`config.mk`:
```
export PLATFORM = sky130hd
export DESIGN_NAME = video_fx_ctrl
export DESIGN_NICKNAME = d
export VERILOG_FILES = /design/src/rtl/video_fx_pkg.sv /design/src/rtl/fx_mixer_pipe.sv /design/src/rtl/video_fx_ctrl.sv
export SDC_FILE = /design/constraint.sdc
export NUM_CORES = 1
export LEC_CHECK = 0
export BUFFER_PORTS_ARGS = -buffer_cell sky130_fd_sc_hd__buf_2
export CORE_MARGIN = 2
export CORE_UTILIZATION = 45
export CTS_CLUSTER_SIZE = 12
export DETAILED_ROUTE_END_ITERATION = 7
export PLACE_DENSITY_LB_ADDON = 0.2
export SETUP_SLACK_MARGIN = 0.1
export SLEW_MARGIN = 10
export SYNTH_ARGS = -nofsm -noshare
export SYNTH_HDL_FRONTEND = slang
export SYNTH_HIERARCHICAL = 1
export SYNTH_SLANG_ARGS = --single-unit
```
`constraint.sdc`:
```
create_clock -name clk_sys -period 2.64 [get_ports clk_sys]
set_input_delay 0.132 -clock clk_sys [delete_from_list [all_inputs] [get_ports clk_sys]]
set_output_delay 0.132 -clock clk_sys [all_outputs]
set_load 0.1 [all_outputs]
```
`src/rtl/video_fx_pkg.sv`:
```
// Shared types, palette constants and arithmetic helpers for the video
// effects controller (frame-synchronous inversion / palette scheduling).
package video_fx_pkg;

    localparam int SUM_W = 6;

    typedef enum logic [0:0] {
        NORMAL = 1'b0,
        INVERT = 1'b1
    } fx_state_t;

    // RGB444 layer colours, red in [11:8], green in [7:4], blue in [3:0]
    localparam logic [11:0] PAL_STAR        = 12'h777;
    localparam logic [11:0] PAL_SAUCER_MONO = 12'h777;
    localparam logic [11:0] PAL_SAUCER_COL  = 12'h0FF;
    localparam logic [11:0] PAL_ROCKET_MONO = 12'hFFF;
    localparam logic [11:0] PAL_ROCKET_COL  = 12'hFF0;

    // Widen three 4-bit channel contributions and add them without overflow
    function automatic logic [SUM_W-1:0] add3(input logic [3:0] a,
                                              input logic [3:0] b,
                                              input logic [3:0] c);
        return {2'b00, a} + {2'b00, b} + {2'b00, c};
    endfunction

    // Clamp a channel sum to the 4-bit output range
    function automatic logic [3:0] sat4(input logic [SUM_W-1:0] s);
        logic [3:0] res;
        if (s > 6'd15) begin
            res = 4'd15;
        end else begin
            res = s[3:0];
        end
        return res;
    endfunction

endpackage

```
`src/rtl/fx_mixer_pipe.sv`:
```
// Two-stage pixel mixer: stage 1 sums the active layer colours, stage 2
// saturates, applies inversion and forces black during blanking.
module fx_mixer_pipe
    import video_fx_pkg::*;
(
    input  logic       clk_sys,
    input  logic       reset_n,
    input  logic       ce_pix,
    input  logic [2:0] layers,
    input  logic       hblank,
    input  logic       vblank,
    input  logic       vsync,
    input  logic       mode_act,
    input  logic       inv,
    output logic [3:0] r,
    output logic [3:0] g,
    output logic [3:0] b,
    output logic       hblank_o,
    output logic       vblank_o,
    output logic       vsync_o
);

    logic [11:0]      star_s;
    logic [11:0]      saucer_s;
    logic [11:0]      rocket_s;
    logic [SUM_W-1:0] r_sum_s, g_sum_s, b_sum_s;
    logic [SUM_W-1:0] r_sum_r, g_sum_r, b_sum_r;
    logic             hb1_r, vb1_r, vs1_r;
    logic [3:0]       r_nx_s, g_nx_s, b_nx_s;
    logic [3:0]       r_r, g_r, b_r;
    logic             hb2_r, vb2_r, vs2_r;

    // Select each layer's palette entry and add the channels
    always_comb begin
        star_s   = layers[0] ? PAL_STAR : 12'h000;
        saucer_s = 12'h000;
        rocket_s = 12'h000;
        if (layers[1]) begin
            saucer_s = mode_act ? PAL_SAUCER_COL : PAL_SAUCER_MONO;
        end else begin
            saucer_s = 12'h000;
        end
        if (layers[2]) begin
            rocket_s = mode_act ? PAL_ROCKET_COL : PAL_ROCKET_MONO;
        end else begin
            rocket_s = 12'h000;
        end
        r_sum_s = add3(star_s[11:8], saucer_s[11:8], rocket_s[11:8]);
        g_sum_s = add3(star_s[7:4],  saucer_s[7:4],  rocket_s[7:4]);
        b_sum_s = add3(star_s[3:0],  saucer_s[3:0],  rocket_s[3:0]);
    end

    // Stage 1: capture raw sums together with the timing bits they belong to
    always_ff @(posedge clk_sys or negedge reset_n) begin
        if (!reset_n) begin
            r_sum_r <= '0;
            g_sum_r <= '0;
            b_sum_r <= '0;
            hb1_r   <= 1'b0;
            vb1_r   <= 1'b0;
            vs1_r   <= 1'b0;
        end else if (ce_pix) begin
            r_sum_r <= r_sum_s;
            g_sum_r <= g_sum_s;
            b_sum_r <= b_sum_s;
            hb1_r   <= hblank;
            vb1_r   <= vblank;
            vs1_r   <= vsync;
        end
    end

    // Saturate, invert, then let blanking override everything
    always_comb begin
        r_nx_s = 4'd0;
        g_nx_s = 4'd0;
        b_nx_s = 4'd0;
        if (hb1_r || vb1_r) begin
            r_nx_s = 4'd0;
            g_nx_s = 4'd0;
            b_nx_s = 4'd0;
        end else begin
            r_nx_s = sat4(r_sum_r) ^ {4{inv}};
            g_nx_s = sat4(g_sum_r) ^ {4{inv}};
            b_nx_s = sat4(b_sum_r) ^ {4{inv}};
        end
    end

    // Stage 2: register final pixel and the delayed timing bits
    always_ff @(posedge clk_sys or negedge reset_n) begin
        if (!reset_n) begin
            r_r   <= 4'd0;
            g_r   <= 4'd0;
            b_r   <= 4'd0;
            hb2_r <= 1'b0;
            vb2_r <= 1'b0;
            vs2_r <= 1'b0;
        end else if (ce_pix) begin
            r_r   <= r_nx_s;
            g_r   <= g_nx_s;
            b_r   <= b_nx_s;
            hb2_r <= hb1_r;
            vb2_r <= vb1_r;
            vs2_r <= vs1_r;
        end
    end

    assign r        = r_r;
    assign g        = g_r;
    assign b        = b_r;
    assign hblank_o = hb2_r;
    assign vblank_o = vb2_r;
    assign vsync_o  = vs2_r;

endmodule

```
`src/rtl/video_fx_ctrl.sv`:
```
// Video effects controller top: vsync edge detection, inversion scheduling
// with a minimum hold in frames, palette shadowing and a frame counter.
module video_fx_ctrl
    import video_fx_pkg::*;
#(
    parameter int INV_MIN_FRAMES = 2
) (
    input  logic       clk_sys,
    input  logic       reset_n,
    input  logic       ce_pix,
    input  logic       vsync,
    input  logic       hblank,
    input  logic       vblank,
    input  logic [3:0] video,
    input  logic       color_mode,
    output logic [3:0] r,
    output logic [3:0] g,
    output logic [3:0] b,
    output logic       hblank_o,
    output logic       vblank_o,
    output logic       vsync_o,
    output logic       inv,
    output logic [7:0] frame_cnt
);

    localparam logic [3:0] HOLD_INIT = 4'(INV_MIN_FRAMES - 1);

    logic       vsync_prev_r;
    logic       edge_s;
    logic       pend_r;
    fx_state_t  state_r, state_nx_s;
    logic [3:0] hold_r, hold_nx_s;
    logic       inv_r;
    logic       mode_act_r;
    logic [7:0] frame_cnt_r;

    assign edge_s = ce_pix & vsync & ~vsync_prev_r;

    // Next inversion state; only a frame edge can move the FSM
    always_comb begin
        state_nx_s = state_r;
        hold_nx_s  = hold_r;
        if (edge_s) begin
            if (pend_r) begin
                state_nx_s = INVERT;
                hold_nx_s  = HOLD_INIT;
            end else begin
                case (state_r)
                    INVERT: begin
                        if (hold_r != 4'd0) begin
                            hold_nx_s = hold_r - 4'd1;
                        end else begin
                            state_nx_s = NORMAL;
                        end
                    end
                    NORMAL:  state_nx_s = NORMAL;
                    default: state_nx_s = NORMAL;
                endcase
            end
        end else begin
            state_nx_s = state_r;
            hold_nx_s  = hold_r;
        end
    end

    // Frame-level state: vsync history, pending request, FSM, shadow, counter
    always_ff @(posedge clk_sys or negedge reset_n) begin
        if (!reset_n) begin
            vsync_prev_r <= 1'b0;
            pend_r       <= 1'b0;
            state_r      <= NORMAL;
            hold_r       <= 4'd0;
            inv_r        <= 1'b0;
            mode_act_r   <= 1'b0;
            frame_cnt_r  <= 8'd0;
        end else if (ce_pix) begin
            vsync_prev_r <= vsync;
            state_r      <= state_nx_s;
            hold_r       <= hold_nx_s;
            inv_r        <= (state_nx_s == INVERT);
            if (edge_s) begin
                // a request arriving on the edge cycle is held for the new frame
                pend_r      <= video[3];
                mode_act_r  <= color_mode;
                frame_cnt_r <= frame_cnt_r + 8'd1;
            end else begin
                pend_r <= pend_r | video[3];
            end
        end
    end

    fx_mixer_pipe u_mixer (
        .clk_sys  (clk_sys),
        .reset_n  (reset_n),
        .ce_pix   (ce_pix),
        .layers   (video[2:0]),
        .hblank   (hblank),
        .vblank   (vblank),
        .vsync    (vsync),
        .mode_act (mode_act_r),
        .inv      (inv_r),
        .r        (r),
        .g        (g),
        .b        (b),
        .hblank_o (hblank_o),
        .vblank_o (vblank_o),
        .vsync_o  (vsync_o)
    );

    assign inv       = inv_r;
    assign frame_cnt = frame_cnt_r;

endmodule

```
* Yosys cells after proc, flatten, opt, wreduce, memory -nomap -nowiden
Index checks and enable logic that the tools add are counted.
Storage, ports and cells: memories kept 0, bits of input ports 11, output and inout bits 24, memory bits (read-only) 0, bits in registers 51, RAM bits 0, bits in latches 0
Operators by class: bitwise logic cells 8, divide/modulo/power cells 0, equal/unequal tests 0, reductions and logical operators 6, add/subtract/negate cells 8, mux-type cells 22, shifts and indexed selects 0, $mul 0, order comparisons 3
Operators with widths (number):
- $mux 4 | 13
- $mux 12 | 2
- $mux 11 | 2
- $add 6x4->6 | 3
- $gt 6x4->1 const B | 3
- $add 4x4->5 | 3
- $xor 4x4->4 | 3
- $add 8x1->8 const B | 1
- $mux 1 | 4
- $reduce_and 4->1 | 1
- $reduce_bool 2->1 | 2
- $reduce_bool 4->1 | 1
- $sub 4x1->4 const B | 1
- $and 1x1->1 | 2
- $not 1->1 | 2
- $pmux 1 s2 | 1
- $reduce_and 2->1 | 1
- $logic_or 1x1->1 | 1
- $or 1x1->1 | 1

* Depth between registers and ports, before layout
Gate-level depths: netlist of run 1.
word-level depth 5, mapped depth 9, mapped depth without buffers 9

* Modules after synthesis
Netlist of run 1, hierarchy kept.
Modules (own cells, without submodules):
- fx_mixer_pipe | area an instance 1793.0 µm², instances 1, seq. area each 875.8 µm², cells each 154
- video_fx_ctrl | area an instance 792.0 µm², instances 1, seq. area each 400.4 µm², cells each 70

* Worst setup path after synthesis of run 1
Ideal clock, no wire load.
kind register -> register, start point register inv (netlist name), end point register hold_r[1], slack 698 ps, buffers on the path 0, cell stages (with the launch flop) 4, arrival 1817 ps, cell sequence dfrtp_1 -> nor2_1 -> a211oi_4 -> mux2_4
RTL lines:
- to (signal assigned) | RTL line video_fx_ctrl.sv:79 | hold_r <= hold_nx_s;
- to (decl) | RTL line video_fx_ctrl.sv:32 | logic [3:0] hold_r, hold_nx_s;

* Final worst setup path of run 1
start point register mode_act_r, end point register u_mixer.b_sum_r[4]
Between the ends: cells in the longest elaborated chain, start to end 4, elaborated cells between the ends (all ways) 6, those cells by class 2 x add/sub; 4 x mux
RTL lines:
- from (decl) | RTL line video_fx_ctrl.sv:34 | logic mode_act_r;
- from (signal assigned) | RTL line video_fx_ctrl.sv:84 | mode_act_r <= color_mode;
- $mux 11 | RTL line fx_mixer_pipe.sv:39 | saucer_s = mode_act ? PAL_SAUCER_COL : PAL_SAUCER_MONO;
- $mux 12 | RTL line fx_mixer_pipe.sv:38 | if (layers[1]) begin
- $add 4x4->5 | RTL line video_fx_pkg.sv:23 | return {2'b00, a} + {2'b00, b} + {2'b00, c};
- $add 6x4->6 * | RTL line video_fx_pkg.sv:23
- to (signal assigned) | RTL line fx_mixer_pipe.sv:65 | b_sum_r <= b_sum_s;
- to (decl) | RTL line fx_mixer_pipe.sv:27 | logic [SUM_W-1:0] r_sum_r, g_sum_r, b_sum_r;
Every way passes the cells marked *; elsewhere a longest branch is shown, timed or not. A chain may end at the register's enable or synchronous reset.

==> reports/metrics.csv, run 1 <==
stage;metric;value;unit
status;status;finished, final reports clean;
cts;cts_root_buffer;clkbuf_8;
cts;cts_buffer_depth;2;
worst_hold_path;min_path_type;input pin to flip-flop;
yosys;syn_area_per_cell;11.5;µm²
setup_path;worstSetupEndpointType;flip-flop;
sta;fin_crit_sh;0.731;
placed_design;portBuffers;34;
worst_hold_path;min_to;mode_act_r;
setup_path;reg2reg_to;u_mixer/b_sum_r[4];
global_routing;grt_pass1_wl;7.92;mm
cts;cts.repair.resized;0;
global_routing;grt_usage;0.160;
yosys;synth_top_area_frac;0.494;
drt;ant_nets;0;
setup_path;worstPathArrival;2.13;ns
drt;num_vias;1716;
pwr;power.density;992;nW/µm²
drt;routed_wl;4.56;mm
sta;relSlewSlack;0.671;
global_routing;antenna_found_initial;0;
setup_path;rrSetupSlack;0.71;ns
yosys;synth_top_area_cell;dfrtp_1;
cts;holdBufCountCts;1;
setup_path;worst-path-max-fanout;4;
placed_design;gp_congestion;0.765;
final_layout;drive_gt1_frac;0.260;
cts;clk_latency;0.31;ns
final_layout;final_nets;295;
yosys;ys_seq_elements;51;
sta;slew_violations;0;
yosys;seq_area_frac_synth;0.494;
sta;worst_pin_slew;0.498;ns
setup_path;r2r-start;mode_act_r;
sta;skew;0.00972;ns
yosys;syn_inst;224;
global_routing;gr-total-overflow;0;
setup_path;path_buf_inv;0;
cts;postCtsSetupBuffers;0;
yosys;synth_fp_nets;255;
yosys;synthArstFlopShare;1.00;
yosys;ys.flop_type;dfrtp_1;
setup_path;worstSetupPathType;flip-flop to flip-flop;
placed_design;hpwl;3.37;mm
sta;setup_tns;0;ns
floorplanning;core_area;5540;µm²
sta;period_needed;1.93;ns
setup_path;worst-r2r-cell-count;6;
sta;setup_violations;0;
sta;rsz0062_at_grt;false;
final_layout;final_cells;337;
floorplanning;fp-row-count;27;
setup_path;slowest_delay;0.50;ns
drt;wl_per_cell;13.5;µm
global_routing;grt_max_degree;31;
floorplanning;die_w;79.8;µm
cts;clock_sink_count;51;
setup_path;path_delay_family;adder cells;
drt;dr.pass1.iters;4;
floorplanning;ioPinCount;35;
global_routing;grt_pass1_vias;1698;
yosys;synth_cell_types;39;
sta;max_freq;0.518;GHz
worst_hold_path;min_path_cells;3;
worst_hold_path;min_from;color_mode;
setup_path;cp_slowest_cell;fa_1;
yosys;synth.area.top_cells;dfrtp_1, ha_1, mux2_2;
run;drv_cap;0;
drt;route.detailed.drc;0;
placed_design;dp.cells;328;
floorplanning;start_util;0.467;
yosys;netlist_area;2580;µm²
yosys;yosysMostFrequentCell;dfrtp_1;
yosys;yosys-top-cells-count;dfrtp_1, xor2_1, ha_1, nand2_1;
yosys;synth_warnings;6;
final_layout;antenna_cells;0;
final_layout;syn_to_final_growth;15.1;%
floorplanning;die_area;6370;µm²
yosys;synth_edf_count;0;
sta;hold_viol;0;
cts;cts_made_buffers;5;
setup_path;cp.required;2.84;ns
cts;cts_tree;built;
pwr;leakage;1.45;nW
drt;viasPerCell;5.09;
pwr;peakVddDrop;442;µV
floorplanning;fp.dieH;79.8;µm
cts;htreeDepth;2;
cts;clk_pin_slew;0.09;ns
setup_path;cp_cell_sequence;nor2_1, fa_1, ha_1, a21oi_1, xnor2_1, mux2_2;
drt;drtIter0Drc;102;
setup_path;cp_num_cells;6;
setup_path;start_kind;flip-flop;
-- cell families (layout without fill, tap and decap cells) --
logic type	Yosys count	count (layout)	synth area share
AOI/OAI and AO/OA	34	34	0.0992
buffers and inverters	22	63	0.0339
adders and majority gates	20	20	0.108
DFF	51	51	0.494
and+or+nand+nor	59	59	0.119
muxes	17	17	0.0750
xor gates and xnor gates	21	21	0.0711
-- cell usage in the layout (no fill, tap or decap), types with 2 or more instances in the layout --
cell type | netlist | final
dfrtp_1 | 51 | 51
o2bb2ai_1 | 14 | 14
ha_1 | 16 | 16
nor2_1 | 15 | 15
clkbuf_8 | 0 | 5
fa_1 | 4 | 4
o21ai_0 | 6 | 6
a21o_1 | 2 | 2
xor2_1 | 17 | 17
a21oi_1 | 7 | 7
nor3_1 | 10 | 10
buf_4 | 0 | 5
nand3_1 | 4 | 4
mux2_2 | 15 | 15
nand2_1 | 16 | 16
xnor2_1 | 4 | 4
inv_1 | 14 | 14
buf_2 | 4 | 34
-- final cells by class --
type / count / area (µm²)
Fill cell: 509 / 2570
Sequential cell: 51 / 1280
Multi-Input combinational cell: 151 / 1220
Timing Repair Buffer: 40 / 218
Tap cell: 72 / 90.1
Clock buffer: 5 / 68.8
Inverter: 15 / 56.3
Clock inverter: 3 / 43.8
-- state kept, by name, summed over array words and instances, names as in the netlist, 4 cells and up --
signal / count
frame_cnt: 8
u_mixer/r_sum_r: 5
hold_r: 4
u_mixer/g: 4
u_mixer/r: 4
u_mixer/b: 4
u_mixer/b_sum_r: 6
u_mixer/g_sum_r: 6
-- power by group --
group / switching [mW] / internal (mW)
sequential: 0.160 / 0.963
clock: 0.261 / 0.282
combinational: 0.956 / 0.330
total: 1.38 / 1.57
-- metal layers --
layer  share of wire  GRT usage  routed length [µm]  vias to the layer above
li1                -          -                   -                      845
met1            0.52      0.234                2390                      835
met3           0.038     0.0441                 175                        6
met2            0.42      0.229                1920                       30
met4           0.014     0.0508                  66                        0
met5               0          0                   0                        -
-- worst min-delay path, stage by stage --
cell and delay [ns]:
buf_2 0.07, nand2_1 0.04, nand2_1 0.05
-- how the worst max path moves through the flow --
stage / to / slack, ns / start
2_1_floorplan: hold_r[1] / 0.70 / inv
3_3_place_gp: u_mixer/g_sum_r[4] / 0.66 / video[0]
3_5_place_dp: u_mixer/g_sum_r[4] / 0.56 / video[0]
4_1_cts: u_mixer/b_sum_r[4] / 0.71 / mode_act_r
5_1_grt: u_mixer/b_sum_r[4] / 0.61 / mode_act_r
6_report: u_mixer/b_sum_r[4] / 0.71 / mode_act_r
-- through the flow --
step                instance area, µm²   util  hold WS (ns)  power, mW  setup slack (ns)
finish                            2970  0.537        0.0123       2.95             0.710
global route                      2970  0.537        0.0319       3.12             0.609
CTS                               2970  0.537       0.00825       2.98             0.711
detailed placement                2850  0.515         0.151       2.43             0.562
global placement                  2850  0.515         0.137       2.41             0.662
floorplan                         2580      -        -0.164       2.18             0.698
No activity file was read; power rests on OpenSTA's default activity.
==> run 2, diff against run 1 <==
- clock period: 2.64 -> 1.85 ns (I/O delays scaled with it)
==> run 2 against run 1 <==
Fmax up 8.2%. Final area rose by 5.2%. Sequential power grew 44%. Critical endpoint unchanged. Highest routed layer unchanged.
==> reports/metrics.csv, run 2 (synthesis gave the netlist of run 1 again) <==
stage;metric;value;unit
setup_path;worst-path-max-fanout;4;
setup_path;worstSetupEndpointType;flip-flop;
cts;htreeDepth;2;
worst_hold_path;min_path_type;input pin to flip-flop;
global_routing;antenna_found_initial;0;
final_layout;layout_commonest_cell;dfrtp_1;
sta;relSlewSlack;0.661;
cts;cts_buffer_depth;2;
final_layout;layout_common_cells;dfrtp_1, buf_2, xor2_1, nand2_1;
cts;cts_tree;built;
setup_path;cp_cell_sequence;nor2_2, fa_2, ha_4, a21oi_2, xnor2_1, mux2_4;
cts;clk_latency;0.30;ns
global_routing;grt_usage;0.160;
pwr;peakVddDrop;951;µV
cts;clock_sink_count;51;
drt;dr.pass1.iters;4;
sta;setup_violations;0;
sta;slew_violations;0;
drt;routed_wl;4.49;mm
placed_design;gp_congestion;0.737;
setup_path;start_kind;flip-flop;
placed_design;portBuffers;34;
final_layout;final_area;3130;µm²
global_routing;gr-total-overflow;0;
drt;route.detailed.drc;0;
pwr;leakage;1.51;nW
placed_design;hpwl;3.28;mm
final_layout;final_core_util;0.565;
setup_path;worstSetupPathType;flip-flop to flip-flop;
sta;fin_crit_sh;0.964;
final_layout;final_nets;305;
cts;clk_pin_slew;0.10;ns
sta;setup_tns;0;ns
setup_path;cp_slowest_cell;fa_2;
sta;period_needed;1.78;ns
cts;cts_made_buffers;5;
floorplanning;fp-row-count;27;
drt;drtIter0Drc;98;
drt;num_vias;1741;
run;drv_cap;0;
floorplanning;core_area;5540;µm²
final_layout;drive_gt1_frac;0.338;
sta;worst_pin_slew;0.509;ns
status;status;finished, final reports clean;
sta;skew;0.0104;ns
global_routing;grt_pass1_wl;7.98;mm
final_layout;largest_reg_flops;8;
floorplanning;die_area;6370;µm²
sta;max_freq;0.561;GHz
setup_path;slowest_delay;0.49;ns
setup_path;worstPathArrival;1.98;ns
drt;viasPerCell;5.02;
final_layout;syn_to_final_growth;21.0;%
floorplanning;die_w;79.8;µm
sta;rsz0062_at_grt;true;
global_routing;grt_max_degree;31;
floorplanning;ioPinCount;35;
final_layout;antenna_cells;0;
global_routing;grt_pass1_vias;1677;
pwr;power.density;1380;nW/µm²
sta;hold_viol;0;
floorplanning;fp.dieH;79.8;µm
cts;cts_root_buffer;clkbuf_8;
drt;wl_per_cell;12.9;µm
pwr;total_power;4.32;mW
placed_design;place_area;2950;µm²
floorplanning;start_util;0.467;
drt;ant_nets;0;
setup_path;cp.required;2.05;ns
run 2: final cells by class:
class                      count  area, µm²
tap                           72       90.1
clock inverter                 3       46.3
clock buffer                   5       68.8
timing repair buffer          50        305
multi-input combinational    151       1280
inverter                      15       56.3
sequential                    51       1280
fill                         505       2410
run 2: path summary, 6_finish.rpt:
| path | depth (start not counted) | endpoint | slack (ns) | startpoint |
|---|---|---|---|---|
| max | 6 | u_mixer/b_sum_r[4] | 0.07 | mode_act_r |
| min | 2 | u_mixer/hb1_r | 0.02 | hblank |
| max reg2reg | 6 | u_mixer/b_sum_r[4] | 0.07 | mode_act_r |
| min reg2reg | 1 | frame_cnt[7] | 0.47 | frame_cnt[7] |
| max in group asynchronous | 3 | inv | 1.03 | reset_n |
| min in group asynchronous | 2 | u_mixer/hb1_r | 0.28 | reset_n |
run 2: report_power, final:
group,internal [mW],switching (mW)
clock network,0.408,0.385
logic,0.532,1.38
registers,1.38,0.232
total,2.32,2.00
run 2: per-stage QoR:
stage | hold slack (ns) | setup slack (ns) | cells
5_1_grt | 0.0000994 | -0.0396 | 347
2_1_floorplan | -0.203 | 0.0885 | 224
4_1_cts | 0.00723 | 0.0703 | 347
3_3_place_gp | 0.103 | 0.00842 | 336
6_report | 0.0153 | 0.0663 | 347
3_5_place_dp | 0.0978 | -0.0841 | 336
run 2: layer usage:
layer / share of wire / track usage / wire length [µm]
met1: 0.52 / 0.239 / 2340
met2: 0.43 / 0.230 / 1940
met3: 0.032 / 0.0271 / 143
met4: 0.015 / 0.0610 / 68
met5: 0 / 0 / 0
run 2: critical path: cells and delay by family, from the launching register on:
| kind | cells | cell delay (ns) |
|---|---|---|
| AO/OA/AOI/OAI | 1 | 0.12 |
| adder cells (fa/ha/maj) | 2 | 0.67 |
| flip-flops | 1 | 0.42 |
| multiplexers | 1 | 0.25 |
| AND/OR/NAND/NOR | 1 | 0.13 |
| XOR/XNOR | 1 | 0.07 |
run 2: repair_timing:
item,4_1_cts,5_1_grt
pin swaps,4,2
hold buffers,1,0
gates resized for setup,4,4
endpoints found under the hold margin,21,0
setup buffers,2,0
setup endpoints to repair,4,7
==> run 3, diff against run 2 <==
- BUFFER_PORTS_ARGS: -buffer_cell sky130_fd_sc_hd__buf_2 -> -buffer_cell sky130_fd_sc_hd__buf_4
==> run 3 against run 2 <==
Utilization increased by 2.3 points. Power increased by 0.24%. Routed wire length increased by 6.7%. Worst hold slack improved by 0.040 ns. Flip-flop and latch count unchanged. Non-clock buffer count increased by 4. Clock-buffer cell count unchanged. Final cell count increased by 1.2%. Clock skew increased by 0.0016 ns. Global-route usage increased by 0.71 points.
==> reports/metrics.csv, run 3 (synthesis gave the netlist of run 1 again) <==
stage;metric;value;unit
placed_design;portBuffers;34;
final_layout;final_area;3250;µm²
cts;htreeDepth;2;
sta;worst_slack;0.0563;ns
drt;routed_wl;4.79;mm
cts;cts_buffer_depth;2;
sta;period_needed;1.79;ns
floorplanning;fp.dieH;79.8;µm
sta;worst_pin_slew;0.635;ns
final_layout;seq_area;1280;µm²
cts;cts_tree;built;
global_routing;grt_use_met2;0.245;
setup_path;worst-path-max-fanout;4;
global_routing;grt_pass1_vias;1749;
global_routing;top_usage_layer;met2;
pwr;leakage;1.53;nW
final_layout;layout_common_cells;buf_4, dfrtp_1, xor2_1, nand2_1, o2bb2ai_1;
drt;viasPerCell;5.02;
sta;relSlewSlack;0.577;
status;status;finished, final reports clean;
floorplanning;die_w;79.8;µm
final_layout;antenna_cells;0;
setup_path;worstPathArrival;2.00;ns
cts;clk_pin_slew;0.11;ns
floorplanning;core_area;5540;µm²
setup_path;worstSetupPathType;flip-flop to flip-flop;
pwr;power.density;1330;nW/µm²
drt;drtIter0Drc;164;
worst_hold_path;min_path_type;input pin to flip-flop;
global_routing;grt_pass1_wl;8.24;mm
final_layout;final_nets;309;
global_routing;grtUsageMet3;0.0373;
placed_design;place_area;3020;µm²
placed_design;pre_cts_ws;-0.0896;ns
floorplanning;fp-row-count;27;
global_routing;use_met1;0.242;
placed_design;gp_congestion;0.752;
final_layout;drive_gt1_frac;0.351;
setup_path;rrSetupSlack;0.06;ns
sta;skew;0.0121;ns
setup_path;cp.required;2.05;ns
global_routing;antenna_found_initial;0;
cts;clk_latency;0.31;ns
global_routing;grt_usage;0.167;
cts;clock_sink_count;51;
sta;fin_crit_sh;0.970;
drt;route.detailed.drc;0;
pwr;total_power;4.33;mW
drt;dr.pass1.iters;4;
final_layout;largest_reg_flops;8;
drt;num_vias;1762;
placed_design;hpwl;3.32;mm
cts;cts_root_buffer;clkbuf_8;
setup_path;start_kind;flip-flop;
floorplanning;start_util;0.467;
final_layout;layout_commonest_cell;buf_4;
setup_path;worstSetupEndpointType;flip-flop;
global_routing;grt_max_degree;52;
sta;max_freq;0.557;GHz
sta;setup_violations;0;
cts;cts_made_buffers;5;
final_layout;final_core_util;0.587;
sta;slew_violations;0;
final_layout;syn_to_final_growth;25.9;%
drt;wl_per_cell;13.6;µm
floorplanning;ioPinCount;35;
sta;hold_viol;0;
sta;whs;0.0550;ns
final_layout;multiInputGateArea;1310;µm²
run;drv_cap;0;
pwr;peakVddDrop;956;µV
drt;ant_nets;0;
floorplanning;die_area;6370;µm²
global_routing;gr-total-overflow;0;
sta;rsz0062_at_grt;true;
final_layout;fillers;491;
==> run 3: changes by cell type in the layout (fill, tap and decap cells not counted), sizes merged <==
cell / previous run / this run
dlygate4sd3: 1 / 5
inv: 16 / 17
clkinv: 0 / 1
clkinvlp: 1 / 0
bufinv: 1 / 0
==> run 3: metrics by stage <==
stage                     setup TNS, ns  std cells
after floorplan                       0        224
after global placement                0        335
after detailed placement        -0.0896        335
after CTS                             0        351
after global routing            -0.0401        351
final                                 0        351
==> run 3: layout make-up <==
type	instances	share of cell area
inverter	15	0.0173
sequential	51	0.394
clock inverter	3	0.00807
tap	72	0.0277
clock buffer	5	0.0211
timing repair buffer	54	0.128
multi-input combinational	151	0.404
==> run 3: worst max-delay path, cell delays in order, from the launching register on <==
cell	delay (ns)
dfrtp_1	0.44
nor2_2	0.14
fa_2	0.49
ha_4	0.18
a21oi_2	0.12
xnor2_1	0.07
mux2_4	0.25
==> run 3: path summary, 6_finish.rpt <==
path,from,end,cells past startpoint
min,vsync,u_mixer/vs1_r,2
min reg2reg,frame_cnt[7],frame_cnt[7],1
max in group asynchronous,reset_n,frame_cnt[0],2
max reg2reg,mode_act_r,u_mixer/b_sum_r[4],6
max,mode_act_r,u_mixer/b_sum_r[4],6
min in group asynchronous,reset_n,u_mixer/vb1_r,2
==> run 3: metal layers <==
layer	routed length, µm	vias to the layer above
met5	0	-
met4	50	0
met3	168	4
met2	2130	29
met1	2440	858
li1	-	871
==> run 3: where the power goes <==
| part | switching (mW) | internal (mW) | total (mW) |
|---|---|---|---|
| combinational | 1.41 | 0.633 | 2.04 |
| sequential | 0.230 | 1.38 | 1.61 |
| clock | 0.399 | 0.279 | 0.678 |
==> run 3: timing repair <==
| action | 4_1_cts | 5_1_grt |
|---|---|---|
| setup endpoints to repair | 4 | 8 |
| hold buffers | 5 | 0 |
| buffers inserted | 3 | 0 |
| hold endpoints to repair | 55 | 0 |
| gates resized for setup | 6 | 8 |
| pin swaps | 5 | 6 |
